[config.mk]
export PLATFORM = sky130hd
export DESIGN_NAME = spi_cfg_master_flat
export DESIGN_NICKNAME = d
export VERILOG_FILES = /design/src/rtl/spi_cfg_if.sv /design/src/rtl/spi_cfg_master.sv /design/src/flat_wrapper.sv
export SDC_FILE = /design/constraint.sdc
export NUM_CORES = 1
export LEC_CHECK = 0
export BUFFER_PORTS_ARGS = -buffer_cell sky130_fd_sc_hd__buf_2
export CAP_MARGIN = 20
export CORE_MARGIN = 2
export CORE_UTILIZATION = 45
export DETAILED_ROUTE_END_ITERATION = 10
export GPL_ROUTABILITY_DRIVEN = 0
export PLACE_DENSITY_LB_ADDON = 0.05
export RECOVER_POWER = 25
export SYNTH_ARGS = -nofsm -noshare
export SYNTH_HDL_FRONTEND = slang
export SYNTH_SLANG_ARGS = --single-unit
[constraint.sdc]
create_clock -name CLK -period 4.2 [get_ports CLK]
set_clock_uncertainty 0.1 [all_clocks]
set_input_delay 0.42 -clock CLK [delete_from_list [all_inputs] [get_ports CLK]]
set_output_delay 0.42 -clock CLK [all_outputs]
set_load 0.02 [all_outputs]
[src/rtl/spi_cfg_if.sv]
// Configuration-port bundle between a controller, spi_cfg_master and the radio's SPI receiver.
// The master modport is the transmitter's view; the slave modport is the controller/receiver view.
interface spi_cfg_if;
  logic        start;
  logic [15:0] phase_inc_in;
  logic [2:0]  gain_in;
  logic        busy;
  logic        done;
  logic        CS;
  logic        SCK;
  logic        MOSI;

  modport master (
    input  start, phase_inc_in, gain_in,
    output busy, done, CS, SCK, MOSI
  );

  modport slave (
    output start, phase_inc_in, gain_in,
    input  busy, done, CS, SCK, MOSI
  );
endinterface

[src/rtl/spi_cfg_master.sv]
// Write-only SPI mode-0 transmitter: one 24-bit frame {5'b0, gain, phase_inc}, MSB first.
// Optional SPI_CFG_AUTO_SEND_EN: resend automatically whenever the inputs differ from the last frame sent.
module spi_cfg_master #(
  parameter int CLK_DIV = 4,
  parameter int CS_GAP  = 8
) (
  input  logic         CLK,
  input  logic         RSTb,
  spi_cfg_if.master    bus
);

  typedef enum logic [2:0] {IDLE, SETUP, HIGH, LOW, HOLD, GAP} state_t;

  localparam int CNT_MAX = (CLK_DIV > CS_GAP) ? CLK_DIV : CS_GAP;
  localparam int CW      = $clog2(CNT_MAX);

  state_t        state;
  logic [CW-1:0] cnt;
  logic [4:0]    bit_cnt;
  logic [23:0]   shreg;
  logic          cs_q, sck_q, busy_q, done_q;

  logic          div_end, gap_end, go, accept;
  logic [23:0]   frame_word;

  assign frame_word = {5'b0, bus.gain_in, bus.phase_inc_in};
  assign div_end    = (cnt == CW'(CLK_DIV - 1));
  assign gap_end    = (state == GAP) && (cnt == CW'(CS_GAP - 1));

`ifdef SPI_CFG_AUTO_SEND_EN
  // Shadow of the last frame sent; its reset value mirrors the receiver's reset contents.
  logic [18:0] last_sent;

  assign go = bus.start || ({bus.gain_in, bus.phase_inc_in} != last_sent);

  always_ff @(posedge CLK or negedge RSTb) begin
    if (!RSTb)       last_sent <= 19'h30987;
    else if (accept) last_sent <= {bus.gain_in, bus.phase_inc_in};
  end
`else
  assign go = bus.start;
`endif

  // A request at the end of the gap is taken on the same edge that raises done.
  assign accept = go && ((state == IDLE) || gap_end);

  // NOTE: state is written with non-blocking assignments so every register
  // samples the pre-edge values; blocking here would chain updates within one edge.
  always_ff @(posedge CLK or negedge RSTb) begin
    if (!RSTb) begin
      state   <= IDLE;
      cnt     <= '0;
      bit_cnt <= '0;
      shreg   <= '0;
      cs_q    <= 1'b1;
      sck_q   <= 1'b0;
      busy_q  <= 1'b0;
      done_q  <= 1'b0;
    end else begin
      done_q <= gap_end;
      if (accept) begin
        shreg   <= frame_word;
        bit_cnt <= 5'd23;
        cnt     <= '0;
        cs_q    <= 1'b0;
        sck_q   <= 1'b0;
        busy_q  <= 1'b1;
        state   <= SETUP;
      end else begin
        case (state)
          IDLE: cnt <= '0;
          SETUP, LOW: begin
            if (div_end) begin
              cnt   <= '0;
              sck_q <= 1'b1;
              state <= HIGH;
            end else begin
              cnt <= cnt + 1'b1;
            end
          end
          HIGH: begin
            if (div_end) begin
              cnt   <= '0;
              sck_q <= 1'b0;
              // Next bit appears on the falling edge, giving a full half-period of setup.
              if (bit_cnt != 5'd0) begin
                shreg   <= {shreg[22:0], 1'b0};
                bit_cnt <= bit_cnt - 5'd1;
                state   <= LOW;
              end else begin
                state <= HOLD;
              end
            end else begin
              cnt <= cnt + 1'b1;
            end
          end
          HOLD: begin
            if (div_end) begin
              cnt   <= '0;
              cs_q  <= 1'b1;
              state <= GAP;
            end else begin
              cnt <= cnt + 1'b1;
            end
          end
          GAP: begin
            if (gap_end) begin
              cnt    <= '0;
              busy_q <= 1'b0;
              state  <= IDLE;
            end else begin
              cnt <= cnt + 1'b1;
            end
          end
          default: state <= IDLE;
        endcase
      end
    end
  end

  assign bus.CS   = cs_q;
  assign bus.SCK  = sck_q;
  assign bus.MOSI = shreg[23];
  assign bus.busy = busy_q;
  assign bus.done = done_q;

endmodule
[src/flat_wrapper.sv]
// flat-port wrapper written by rule: the top's interface ports become plain ports
module spi_cfg_master_flat 
#(
  parameter int CLK_DIV = 4,
  parameter int CS_GAP  = 8
)
  (CLK, RSTb, bus_start, bus_phase_inc_in, bus_gain_in, bus_busy, bus_done, bus_CS, bus_SCK, bus_MOSI);
  spi_cfg_if bus_i ();
  input  logic CLK;
  input  logic RSTb;
  input wire logic [$bits(bus_i.start)-1:0] bus_start;
  input wire logic [$bits(bus_i.phase_inc_in)-1:0] bus_phase_inc_in;
  input wire logic [$bits(bus_i.gain_in)-1:0] bus_gain_in;
  output wire logic [$bits(bus_i.busy)-1:0] bus_busy;
  output wire logic [$bits(bus_i.done)-1:0] bus_done;
  output wire logic [$bits(bus_i.CS)-1:0] bus_CS;
  output wire logic [$bits(bus_i.SCK)-1:0] bus_SCK;
  output wire logic [$bits(bus_i.MOSI)-1:0] bus_MOSI;
  assign bus_i.start = bus_start;
  assign bus_i.phase_inc_in = bus_phase_inc_in;
  assign bus_i.gain_in = bus_gain_in;
  assign bus_busy = bus_i.busy;
  assign bus_done = bus_i.done;
  assign bus_CS = bus_i.CS;
  assign bus_SCK = bus_i.SCK;
  assign bus_MOSI = bus_i.MOSI;
  spi_cfg_master #(.CLK_DIV(CLK_DIV), .CS_GAP(CS_GAP)) u_core (.CLK(CLK), .RSTb(RSTb), .bus(bus_i));
endmodule
## Word-level counts from Yosys, hierarchy flattened

Index checks and enable logic that the tools add are counted.

- Bits in registers: 39
- Input bits: 22
- Output and inout port bits: 5
- Word-level logic and storage cells: 70

- Add/subtract/negate cells: 2
- Equal/unequal tests: 12
- Multiplexer cells: 28
- Reduce and logical (&&, ||, !) cells: 20

Operators with widths:

| kind | count |
|---|---|
| $mux W24 | 4 |
| $mux W3 | 9 |
| $mux W5 | 4 |
| $pmux W3 S5 | 1 |
| $ne A3 B1 Y1 const B | 4 |
| $reduce_bool A2 Y1 | 6 |
| $eq A3 B2 Y1 const B | 3 |
| $eq A3 B3 Y1 const B | 3 |
| $pmux W3 S3 | 1 |
| $mux W1 | 8 |
| $reduce_and A3 Y1 | 2 |
| $reduce_and A5 Y1 | 1 |
| $reduce_bool A5 Y1 | 1 |
| $sub A5 B1 Y5 const B | 1 |
| $reduce_and A2 Y1 | 2 |
| $reduce_bool A4 Y1 | 1 |
| $reduce_or A4 Y1 | 1 |
| $add A3 B1 Y3 const B | 1 |
| $eq A3 B1 Y1 const B | 1 |
| $logic_not A3 Y1 | 1 |
| $reduce_bool A3 Y1 | 1 |
| $logic_and A1 B1 Y1 | 2 |
| $ne A2 B1 Y1 const B | 1 |
| $pmux W1 S2 | 1 |
| other kinds (2) | 2 |

## Depth between registers and ports, before layout

Gate-level depths: netlist of the first run.

- Depth after elaboration: 6
- Gate-level depth with buffers: 7
- Depth with buffers taken out: 6

## Worst setup path before layout of the first run

Ideal clock, no wire load.

- Kind: flip-flop to flip-flop
- Start: register u_core.cnt[0]
- End: register u_core.shreg[6]
- Setup time: 0.081 ns
- Arrival time: 1.725 ns
- Slack: 2.294 ns
- Stages on the path, launching flop included: 8
- Buffers on the path: 2
- Cell sequence: dfrtp_1 ha_1 ha_1 nand4bb_1 clkbuf_1 clkbuf_1 o21ai_0 a31oi_2

- Cells in the longest elaborated chain, start to end: 6

RTL lines:

| item | RTL line | RTL |
|---|---|---|
| start: declaration | spi_cfg_master.sv:18 | `logic [CW-1:0] cnt;` |
| start signal: assignment | spi_cfg_master.sv:78 | `cnt <= cnt + 1'b1;` |
| start signal: assignment | spi_cfg_master.sv:94 | `cnt <= cnt + 1'b1;` |
| start signal: assignment | spi_cfg_master.sv:103 | `cnt <= cnt + 1'b1;` |
| $eq A3 B3 Y1 | spi_cfg_master.sv:28 | `assign gap_end = (state == GAP) && (cnt == CW'(CS_GAP - 1));` |
| $logic_and A1 B1 Y1 | spi_cfg_master.sv:28 |  |
| $logic_or A1 B1 Y1 | spi_cfg_master.sv:45 | `assign accept = go && ((state == IDLE) \|\| gap_end);` |
| $logic_and A1 B1 Y1 | spi_cfg_master.sv:45 |  |
| $reduce_bool A2 Y1 (no source line) | - |  |
| $reduce_and A3 Y1 (no source line) | - |  |
| end signal: assignment | spi_cfg_master.sv:62 | `shreg <= frame_word;` |
| end signal: assignment | spi_cfg_master.sv:87 | `shreg <= {shreg[22:0], 1'b0};` |
| end: declaration | spi_cfg_master.sv:20 | `logic [23:0] shreg;` |

Parallel ways exist; a longest one is shown, timed or not.
A chain may end at the register's enable or synchronous reset.

## Worst setup path in the final report of the first run

- Start: register u_core.cnt[0]
- End: register u_core.shreg[4]

Same word-level chain as after synthesis.

==> impl_metrics.json, run 1 <==
{
  "synth_edf_count": 0,
  "netlist_area_um2": 2190,
  "drc": 0,
  "cts.sink_count": 39,
  "wl_per_cell_um": 16.3,
  "crit_fanout": 18,
  "clock_latency_ns": 0.30,
  "grt_pass1_vias": 1697,
  "arrival_ns": 2.59,
  "grt_max_degree": 40,
  "total_power_uw": 749,
  "multi_input_area_um2": 1040,
  "synth.avg_cell_area_um2": 10.1,
  "grt.total_usage_pct": 20.0,
  "synthToLayoutAreaGrowth_pct": 11.6,
  "tns_ns": 0,
  "nFillCells": 443,
  "die_h_um": 73.8,
  "rsz0062_at_grt": "no",
  "core_um2": 4720,
  "slowest_stage": "or3_1",
  "firstDrtPassIters": 4,
  "netSwitchingFraction_pct": 21.1,
  "slew_headroom_pct": -42.3,
  "ys_async_sr_fraction_pct": 100,
  "fmax_mhz": 390,
  "end_kind": "register",
  "vdd_drop_max_v": 0.000288,
  "postCtsHoldBufs": 0,
  "regArea_um2": 977,
  "drt_iter0_markers": 72,
  "start_util_pct": 46.4,
  "sequentialPowerShare_pct": 51.9,
  "dpl.hpwl_um": 3230,
  "synth_area_leader_cell": "dfrtp_1",
  "p_int_uw": 591,
  "cts_buffers": 5,
  "vias": 1757,
  "startpoint_type": "register",
  "syn_inst": 217,
  "path_clk_slew_ns": 0.08,
  "ys_ff_latch": 39,
  "drive_gt1_share_pct": 26.0,
  "place_area_um2": 2330,
  "synth_warnings": 0,
  "setup_viol": 0,
  "port_buffers": 26,
  "antenna_left": 0,
  "num_io_pins": 27,
  "post_drt_via_cell_ratio": 5.82,
  "ys_types": 47,
  "netlist_top_cells_area": "dfrtp_1, a31oi_2, o21ai_0, nand3_1, nor4_1",
  "p_sw_uw": 158,
  "routed_wl_um": 4930,
  "worst-setup-path-type": "reg -> reg",
  "yosysTopAreaCellShare_pct": 43.4,
  "htree_levels": 2,
  "rows": 25,
  "synthFlopType": "dfrtp_1",
  "worstPathRequired_ns": 4.23,
  "max_stage_delay_ns": 0.58,
  "synth_fp_nets": 245,
  "status": "finished, violations left",
  "tightestPinTransition_ns": 2.13,
  "antenna_found_initial": 0,
  "grt_overflow": 0,
  "antenna_cells": 0,
  "leakage_nw": 0.942,
  "cts_root_buf": "clkbuf_8",
  "ys_seq_area_share_pct": 44.6,
  "slew_violations": 40,
  "grt_pass1_wl_um": 8250,
  "hold_viol": 0,
  "finalWorstPathRequiredPeriod_ns": 2.56,
  "final_nets": 262,
  "cts_setup_buffers": 0,
  "fp.dieW_um": 73.8,
  "power.density_nw_per_um2": 306,
  "cp_num_buf_inv": 2,
  "cts_tree": "yes",
  "cpLargestDelayFamily": "simple AND/OR/NAND/NOR gates",
  "cts_resized": 0,
  "cts_buffer_depth": 2,
  "path_cells": "ha_1, ha_1, a21boi_2, buf_4, or3_1, buf_4, o221ai_1",
  "violations": "max-capacitance violations, max-slew violations",
  "fin_crit_sh_pct": 61.0,
  "hold_class": "in -> reg",
  "drv_cap": 1,
  "die-area_um2": 5440,
  "p_clk_share_pct": 43.8,
  "fin_area_um2": 2440,
  "combPwrFrac_pct": 4.3
}
-- metrics by stage --
stage                     instances  setup WS, ns  hold slack, ns  utilization [%]
after floorplan                 217          2.29          0.0244                -
after global placement          294          1.72           0.388             49.3
after detailed placement        294          1.66           0.397             49.3
after CTS                       302          1.63           0.182             51.8
after global routing            302          1.51           0.284             51.8
final                           302          1.64           0.260             51.8
-- cell type report --
type                       count  area share [%]
inverter                      13            2.00
tap                           67            3.43
clock inverter                 2            1.43
multi-input combinational    143            42.7
sequential                    39            40.0
clock buffer                   6            3.38
timing repair buffer          32            7.11
-- layer usage --
layer / GRT usage, % / share of wire [%] / vias up
met5: 0 / 0 / -
met4: 5.66 / 0.85 / 0
met3: 5.21 / 3.4 / 5
met2: 32.1 / 48 / 36
met1: 26.7 / 47 / 875
li1: - / - / 841
-- cell usage after synthesis (2+ instances only) --
cell type / count
a21oi_1: 9
a31oi_2: 15
buf_2: 7
buf_6: 4
clkbuf_1: 9
dfrtp_1: 38
ha_1: 6
inv_1: 13
mux2_2: 2
mux2i_1: 2
nand2_1: 3
nand2b_1: 3
nand3_1: 24
nor2_1: 5
nor4_1: 15
o21ai_0: 27
o221ai_1: 2
o32ai_1: 2
or3_1: 3
-- placed cells by master (no fill, tap or decap), drive strengths merged, types with 2 or more instances in the layout --
| cell | n |
|---|---|
| a31oi | 16 |
| mux2 | 2 |
| nand3 | 24 |
| a21oi | 9 |
| ha | 6 |
| nor4 | 15 |
| nand2 | 3 |
| nor2 | 5 |
| or3 | 3 |
| dfrtp | 38 |
| a21boi | 2 |
| o221ai | 2 |
| o32ai | 2 |
| inv | 13 |
| mux2i | 2 |
| buf | 31 |
| clkbuf | 7 |
| o21ai | 28 |
| nand2b | 4 |
-- tightest hold or removal path: cells and delay by family --
| family | cells | cell delay, ns |
|---|---|---|
| mux | 1 | 0.05 |
| buf+inv | 2 | 0.14 |
-- power by group through the flow --
stage	Sequential [mW]	Clock, mW	Combinational (mW)
floorplan	0.395	0	0.0122
global placement	0.396	0	0.0322
detailed placement	0.396	0	0.0332
CTS	0.389	0.334	0.0333
global route	0.390	0.351	0.0367
finish	0.389	0.328	0.0319
-- sequential cells by signal, summed over array words and instances (netlist names) --
register         count
u_core.bus.SCK       1
u_core.bus.busy      1
u_core.shreg        24
u_core.bit_cnt       5
u_core.cnt           3
u_core.bus.CS        1
u_core.bus.done      1
u_core.state         3
-- kinds of logic after synthesis --
group | share of synthesized area [%]
buffers and inverters | 8.45
AOI/OAI and AO/OA | 23.0
adders and majority gates | 3.88
muxes | 1.94
and+or+nand+nor | 18.1
DFF | 44.6
-- worst paths after layout --
check                                            start                            to  slack (ns)  cells after the start
min reg2reg                u_core.bus.busy$_DFFE_PN0P_   u_core.bus.busy$_DFFE_PN0P_        0.41                      2
max in group asynchronous                         RSTb   u_core.shreg[6]$_DFFE_PN0P_        2.13                      1
min in group asynchronous                         RSTb  u_core.shreg[14]$_DFFE_PN0P_        0.63                      1
max                          u_core.cnt[0]$_DFFE_PN0P_   u_core.shreg[4]$_DFFE_PN0P_        1.64                      7
max reg2reg                  u_core.cnt[0]$_DFFE_PN0P_   u_core.shreg[4]$_DFFE_PN0P_        1.64                      7
min                                bus_phase_inc_in[0]   u_core.shreg[0]$_DFFE_PN0P_        0.26                      3
Note: power is estimated with default switching activity, not from simulation.
==> inputs of run 2 (changes only) <==
Settings changed: ABC_AREA set to 1.
Clock period 4.2 ns to 2.6 ns, I/O delays scaled along.
==> impl_metrics.json, run 2 <==
{
  "finalWorstPathRequiredPeriod_ns": 2.18,
  "post_drt_via_cell_ratio": 5.02,
  "p_int_uw": 905,
  "ys_types": 27,
  "reg_top3": "u_core.shreg: 24 flops, u_core.bit_cnt: 5 flops",
  "ys_async_sr_fraction_pct": 100,
  "fmax_mhz": 460,
  "synth_edf_count": 0,
  "setup_ws_ns": 0.424,
  "clock_latency_ns": 0.29,
  "cp_num_buf_inv": 1,
  "ys_ff_latch": 39,
  "drive_gt1_share_pct": 15.6,
  "total_power_mw": 1.14,
  "sequentialPowerShare_pct": 53.2,
  "cts_buffers": 5,
  "hold_viol": 0,
  "path_clk_slew_ns": 0.07,
  "rows": 24,
  "antenna_cells": 0,
  "vdd_drop_max_v": 0.000252,
  "netlist_area_um2": 1990,
  "synth.most_common_cell": "nand2_1",
  "p_sw_uw": 234,
  "p_clk_share_pct": 44.1,
  "antenna_found_initial": 0,
  "die_h_um": 70.5,
  "die-area_um2": 4970,
  "preCtsSetupSlack_ns": 0.473,
  "cts_resized": 0,
  "fp.dieW_um": 70.5,
  "arrival_ns": 2.30,
  "cts_buffer_depth": 2,
  "placedCellCount": 313,
  "dpl.hpwl_um": 2820,
  "htree_levels": 2,
  "combPwrFrac_pct": 2.6,
  "startpoint_type": "register",
  "path_cells": "ha_1, ha_1, nand4_1, nand2_4, nand2_4, nand2_2, inv_1, nand2_1, nand2_1",
  "largest-register": "u_core.shreg",
  "rsz0062_at_grt": "no",
  "leakage_nw": 1.13,
  "core_um2": 4290,
  "crit_fanout": 27,
  "start_util_pct": 46.4,
  "layout_commonest_cell": "nand2_1",
  "synthTopCellsByCount": "nand2_1, nand3_1, dfrtp_1",
  "fin_crit_sh_pct": 83.7,
  "setup_viol": 0,
  "finalNonFillerCells": 322,
  "slew_headroom_pct": 35.4,
  "syn_inst": 243,
  "wl_per_cell_um": 12.6,
  "num_io_pins": 27,
  "max_stage_delay_ns": 0.39,
  "vias": 1617,
  "tns_ns": 0,
  "drc": 0,
  "antenna_left": 0,
  "drt_iter0_markers": 77,
  "ys_seq_area_share_pct": 49.1,
  "hold_class": "in -> reg",
  "final_core_util_pct": 52.2,
  "grt_max_degree": 40,
  "drv_cap": 0,
  "port_buffers": 26,
  "power.density_nw_per_um2": 508,
  "status": "completed",
  "end_kind": "register",
  "tightestPinTransition_ns": 0.969,
  "grt_overflow": 0,
  "routed_wl_um": 4070,
  "final_nets": 297,
  "cts_root_buf": "clkbuf_8",
  "synthFlopType": "dfrtp_1",
  "slew_violations": 0,
  "cts.sink_count": 39,
  "synth_area_leader_cell": "dfrtp_1",
  "synth.avg_cell_area_um2": 8.20,
  "worst-setup-path-type": "reg -> reg",
  "slowest_stage": "dfrtp_1",
  "cpLargestDelayFamily": "simple AND/OR/NAND/NOR gates",
  "grt_pass1_vias": 1586,
  "worstPathRequired_ns": 2.73,
  "final_cell_mix": "nand2_1, nand3_1, dfrtp_1, inv_1, buf_2",
  "grt_pass1_wl_um": 6960,
  "firstDrtPassIters": 4,
  "grt.total_usage_pct": 17.6,
  "synth_warnings": 0,
  "yosysTopAreaCellShare_pct": 47.7,
  "netlist_top_cells_area": "dfrtp_1, nand2_1, nand3_1, inv_1, ha_1",
  "synth_fp_nets": 271,
  "netSwitchingFraction_pct": 20.6,
  "synthToLayoutAreaGrowth_pct": 12.6,
  "largest_register_ffs": 24,
  "cts_tree": "yes"
}
run 2: changes by cell type in the layout (fill, tap and decap cells not counted), sizes merged, moves of 5 or more:
cell and change:
inv +12, buf -9, nand3b +5, nor4 -15, a21oi -5, nor2 +5
nand3 +21, nand2 +75, a31oi -16, o21ai -18
run 2: routing by layer:
metal	vias up	share of wire [%]	wire length, µm	global-route usage (%)
li1	841	-	-	-
met1	737	50	2040	23.7
met2	37	45	1830	27.3
met3	2	4.2	170	3.13
met4	0	0.61	25	9.22
met5	-	0	0	0
run 2: through the flow:
stage	cell area, µm²	hold WS (ns)
6_report	2240	0.0748
4_1_cts	2250	0.0692
2_1_floorplan	1990	-0.136
3_3_place_gp	2130	0.331
3_5_place_dp	2130	0.327
5_1_grt	2240	0.0721
run 2: cells by family after synthesis:
logic type	Yosys count	synth area share [%]
xor+xnor	1	0.440
buf+inv	35	8.35
compound gates	19	5.15
flops	39	49.1
simple gates	143	33.2
fa+ha+maj	6	3.77
run 2: timing repair:
item                                   CTS  global route
endpoints found under the hold margin    8             0
hold buffers                             1             0
buffers inserted                         0             0
setup endpoints to repair                0             0
run 2: power by group through the flow:
stage	clock, mW	combinational (mW)	sequential (mW)
2_1_floorplan	0	0.00112	0.618
3_3_place_gp	0	0.0298	0.618
3_5_place_dp	0	0.0297	0.618
4_1_cts	0.521	0.0307	0.606
5_1_grt	0.546	0.0342	0.606
6_report	0.503	0.0298	0.606
run 2: final cells by class:
class	instances	area, µm²
fill	427	2050
sequential	39	977
multi-input combinational	169	842
timing repair buffer	29	149
inverter	25	96.3
clock buffer	5	68.8
tap	52	65.1
clock inverter	3	43.8
run 2: final timing paths:
kind	start	slack, ns	to	depth (start not counted)
setup / recovery	u_core.cnt[0]$_DFFE_PN0P_	0.42	u_core.shreg[0]$_DFFE_PN0P_	9
hold / removal	bus_phase_inc_in[0]	0.07	u_core.shreg[0]$_DFFE_PN0P_	3
setup reg to reg	u_core.cnt[0]$_DFFE_PN0P_	0.42	u_core.shreg[0]$_DFFE_PN0P_	9
hold reg to reg	u_core.shreg[0]$_DFFE_PN0P_	0.38	u_core.shreg[0]$_DFFE_PN0P_	2
max in group asynchronous	RSTb	1.25	u_core.state[0]$_DFFE_PN0P_	2
min in group asynchronous	RSTb	0.55	u_core.bus.done$_DFF_PN0_	2
run 2: worst reg2reg max path, delay by kind of cell, from the launching register on:
family,cells,cell delay [ns]
flops,1,0.39
simple gates,6,0.97
fa+ha+maj,2,0.44
buf+inv,1,0.21
==> inputs of run 3 (changes only) <==
Clock period 2.6 ns to 2.1 ns, I/O delays scaled along.
==> impl_metrics.json, run 3 (same netlist as run 2, synthesis figures left out) <==
{
  "drive_gt1_share_pct": 18.3,
  "total_power_mw": 1.36,
  "slew_headroom_pct": 5.65,
  "rsz0062_at_grt": "no",
  "final_cell_mix": "nand2_1, nand3_1, dfrtp_1, buf_2, inv_1",
  "slew_violations": 0,
  "worst-setup-path-type": "reg -> reg",
  "antenna_found_initial": 0,
  "htree_levels": 2,
  "worstPathRequired_ns": 2.18,
  "synthToLayoutAreaGrowth_pct": 14.1,
  "arrival_ns": 1.98,
  "setup_ws_ns": 0.206,
  "p_clk_share_pct": 41.7,
  "cts_buffer_depth": 2,
  "vdd_drop_max_v": 0.000262,
  "netSwitchingFraction_pct": 21.4,
  "multi_input_area_um2": 853,
  "nFillCells": 421,
  "sequentialPowerShare_pct": 55.3,
  "layout_commonest_cell": "nand2_1",
  "path_clk_slew_ns": 0.08,
  "p_int_mw": 1.07,
  "tightestPinTransition_ns": 1.42,
  "power.density_nw_per_um2": 597,
  "largest_register_ffs": 24,
  "cts.sink_count": 39,
  "routed_wl_um": 4000,
  "crit_fanout": 15,
  "port_buffers": 26,
  "grt_pass1_wl_um": 7030,
  "hold_viol": 0,
  "start_util_pct": 46.4,
  "post_drt_via_cell_ratio": 5.08,
  "firstDrtPassIters": 5,
  "setup_viol": 0,
  "startpoint_type": "register",
  "whs_endpoint": "u_core.shreg[13]$_DFFE_PN0P_",
  "grt_overflow": 0,
  "fin_area_um2": 2270,
  "tns_ns": 0,
  "largest-register": "u_core.shreg",
  "end_kind": "register",
  "drc": 0,
  "core_um2": 4290,
  "num_io_pins": 27,
  "fp.dieW_um": 70.5,
  "die_h_um": 70.5,
  "regArea_um2": 977,
  "fin_crit_sh_pct": 90.2,
  "cts_buffers": 5,
  "place_area_um2": 2150,
  "grt_max_degree": 27,
  "r2r_slack_ns": 0.21,
  "final_nets": 300,
  "preCtsSetupSlack_ns": 0.170,
  "p_sw_uw": 290,
  "dpl.hpwl_um": 2880,
  "cts_root_buf": "clkbuf_8",
  "grt_pass1_vias": 1561,
  "fmax_mhz": 528,
  "r2r_end": "u_core.bit_cnt[1]$_DFFE_PN0P_",
  "status": "completed",
  "reg_top3": "u_core.shreg: 24 flops, u_core.bit_cnt: 5 flops",
  "antenna_cells": 0,
  "die-area_um2": 4970,
  "rows": 24,
  "cts_setup_buffers": 0,
  "cts_tree": "yes",
  "r2r_cells": 9,
  "hold_class": "in -> reg",
  "vias": 1651,
  "holdCritStartpoint": "bus_phase_inc_in[13]",
  "leakage_nw": 1.15,
  "combPwrFrac_pct": 3.0,
  "drt_iter0_markers": 79,
  "finalWorstPathRequiredPeriod_ns": 1.89,
  "grt.total_usage_pct": 17.9,
  "clock_latency_ns": 0.29,
  "wl_per_cell_um": 12.3,
  "r2r_start": "u_core.cnt[0]$_DFFE_PN0P_",
  "antenna_left": 0,
  "hold_depth": 3,
  "drv_cap": 0
}
## run 3: final cells by class
type,instances,area share [%]
flip-flops and latches,39,43.0
multi-input cells,169,37.6
repair buffers,32,7.76
clock buffers,7,4.24
inverters,25,4.24
well taps,52,2.86
clock inverters,1,0.330
## run 3: worst max-delay path by stage
stage / end / cells after the start / slack, ns / from
finish: u_core.bit_cnt[1]$_DFFE_PN0P_ / 9 / 0.21 / u_core.cnt[0]$_DFFE_PN0P_
global route: u_core.shreg[3]$_DFFE_PN0P_ / 9 / 0.04 / u_core.cnt[0]$_DFFE_PN0P_
CTS: u_core.bit_cnt[4]$_DFFE_PN0P_ / 9 / 0.16 / u_core.cnt[0]$_DFFE_PN0P_
detailed placement: u_core.shreg[6]$_DFFE_PN0P_ / 9 / 0.17 / u_core.cnt[0]$_DFFE_PN0P_
global placement: u_core.bit_cnt[4]$_DFFE_PN0P_ / 9 / 0.24 / u_core.cnt[0]$_DFFE_PN0P_
floorplan: u_core.bit_cnt[4]$_DFFE_PN0P_ / 9 / 0.43 / u_core.cnt[0]$_DFFE_PN0P_
## run 3: metal layers
| metal | global-route usage, % | vias up | routed length (µm) |
|---|---|---|---|
| met4 | 6.29 | 0 | 63 |
| met2 | 27.3 | 37 | 1750 |
| met3 | 4.70 | 7 | 198 |
| met1 | 24.9 | 764 | 1990 |
| li1 | - | 843 | - |
| met5 | 0 | - | 0 |
## run 3: power groups by stage
stage | clock network (mW) | logic [mW] | registers, mW
after floorplan | 0 | 0.00139 | 0.765
after global placement | 0 | 0.0401 | 0.765
after CTS | 0.588 | 0.0426 | 0.750
final | 0.566 | 0.0406 | 0.750
after detailed placement | 0 | 0.0411 | 0.765
after global routing | 0.620 | 0.0470 | 0.750
## run 3: critical path: stages, from the launching register on
cell and delay (ns):
dfrtp_1 0.39, ha_1 0.23, ha_1 0.23, nand4_2 0.15
nand2_4 0.09, nand2_4 0.17, buf_4 0.23, nand2_1 0.06
nand2_1 0.06, o21ai_1 0.06
## run 3: timing repair
| item | CTS | global route |
|---|---|---|
| endpoints found under the setup margin | 0 | 5 |
| hold buffers | 1 | 0 |
| endpoints found under the hold margin | 23 | 0 |
| resized for setup | 0 | 1 |
## run 3: metrics by stage
stage          instances  util (%)  hold slack (ns)
6_report             325      52.9           0.0332
5_1_grt              325      52.9           0.0340
4_1_cts              325      52.8           0.0244
3_5_place_dp         316      50.2            0.157
3_3_place_gp         316      50.2            0.149
2_1_floorplan        243         -           -0.186
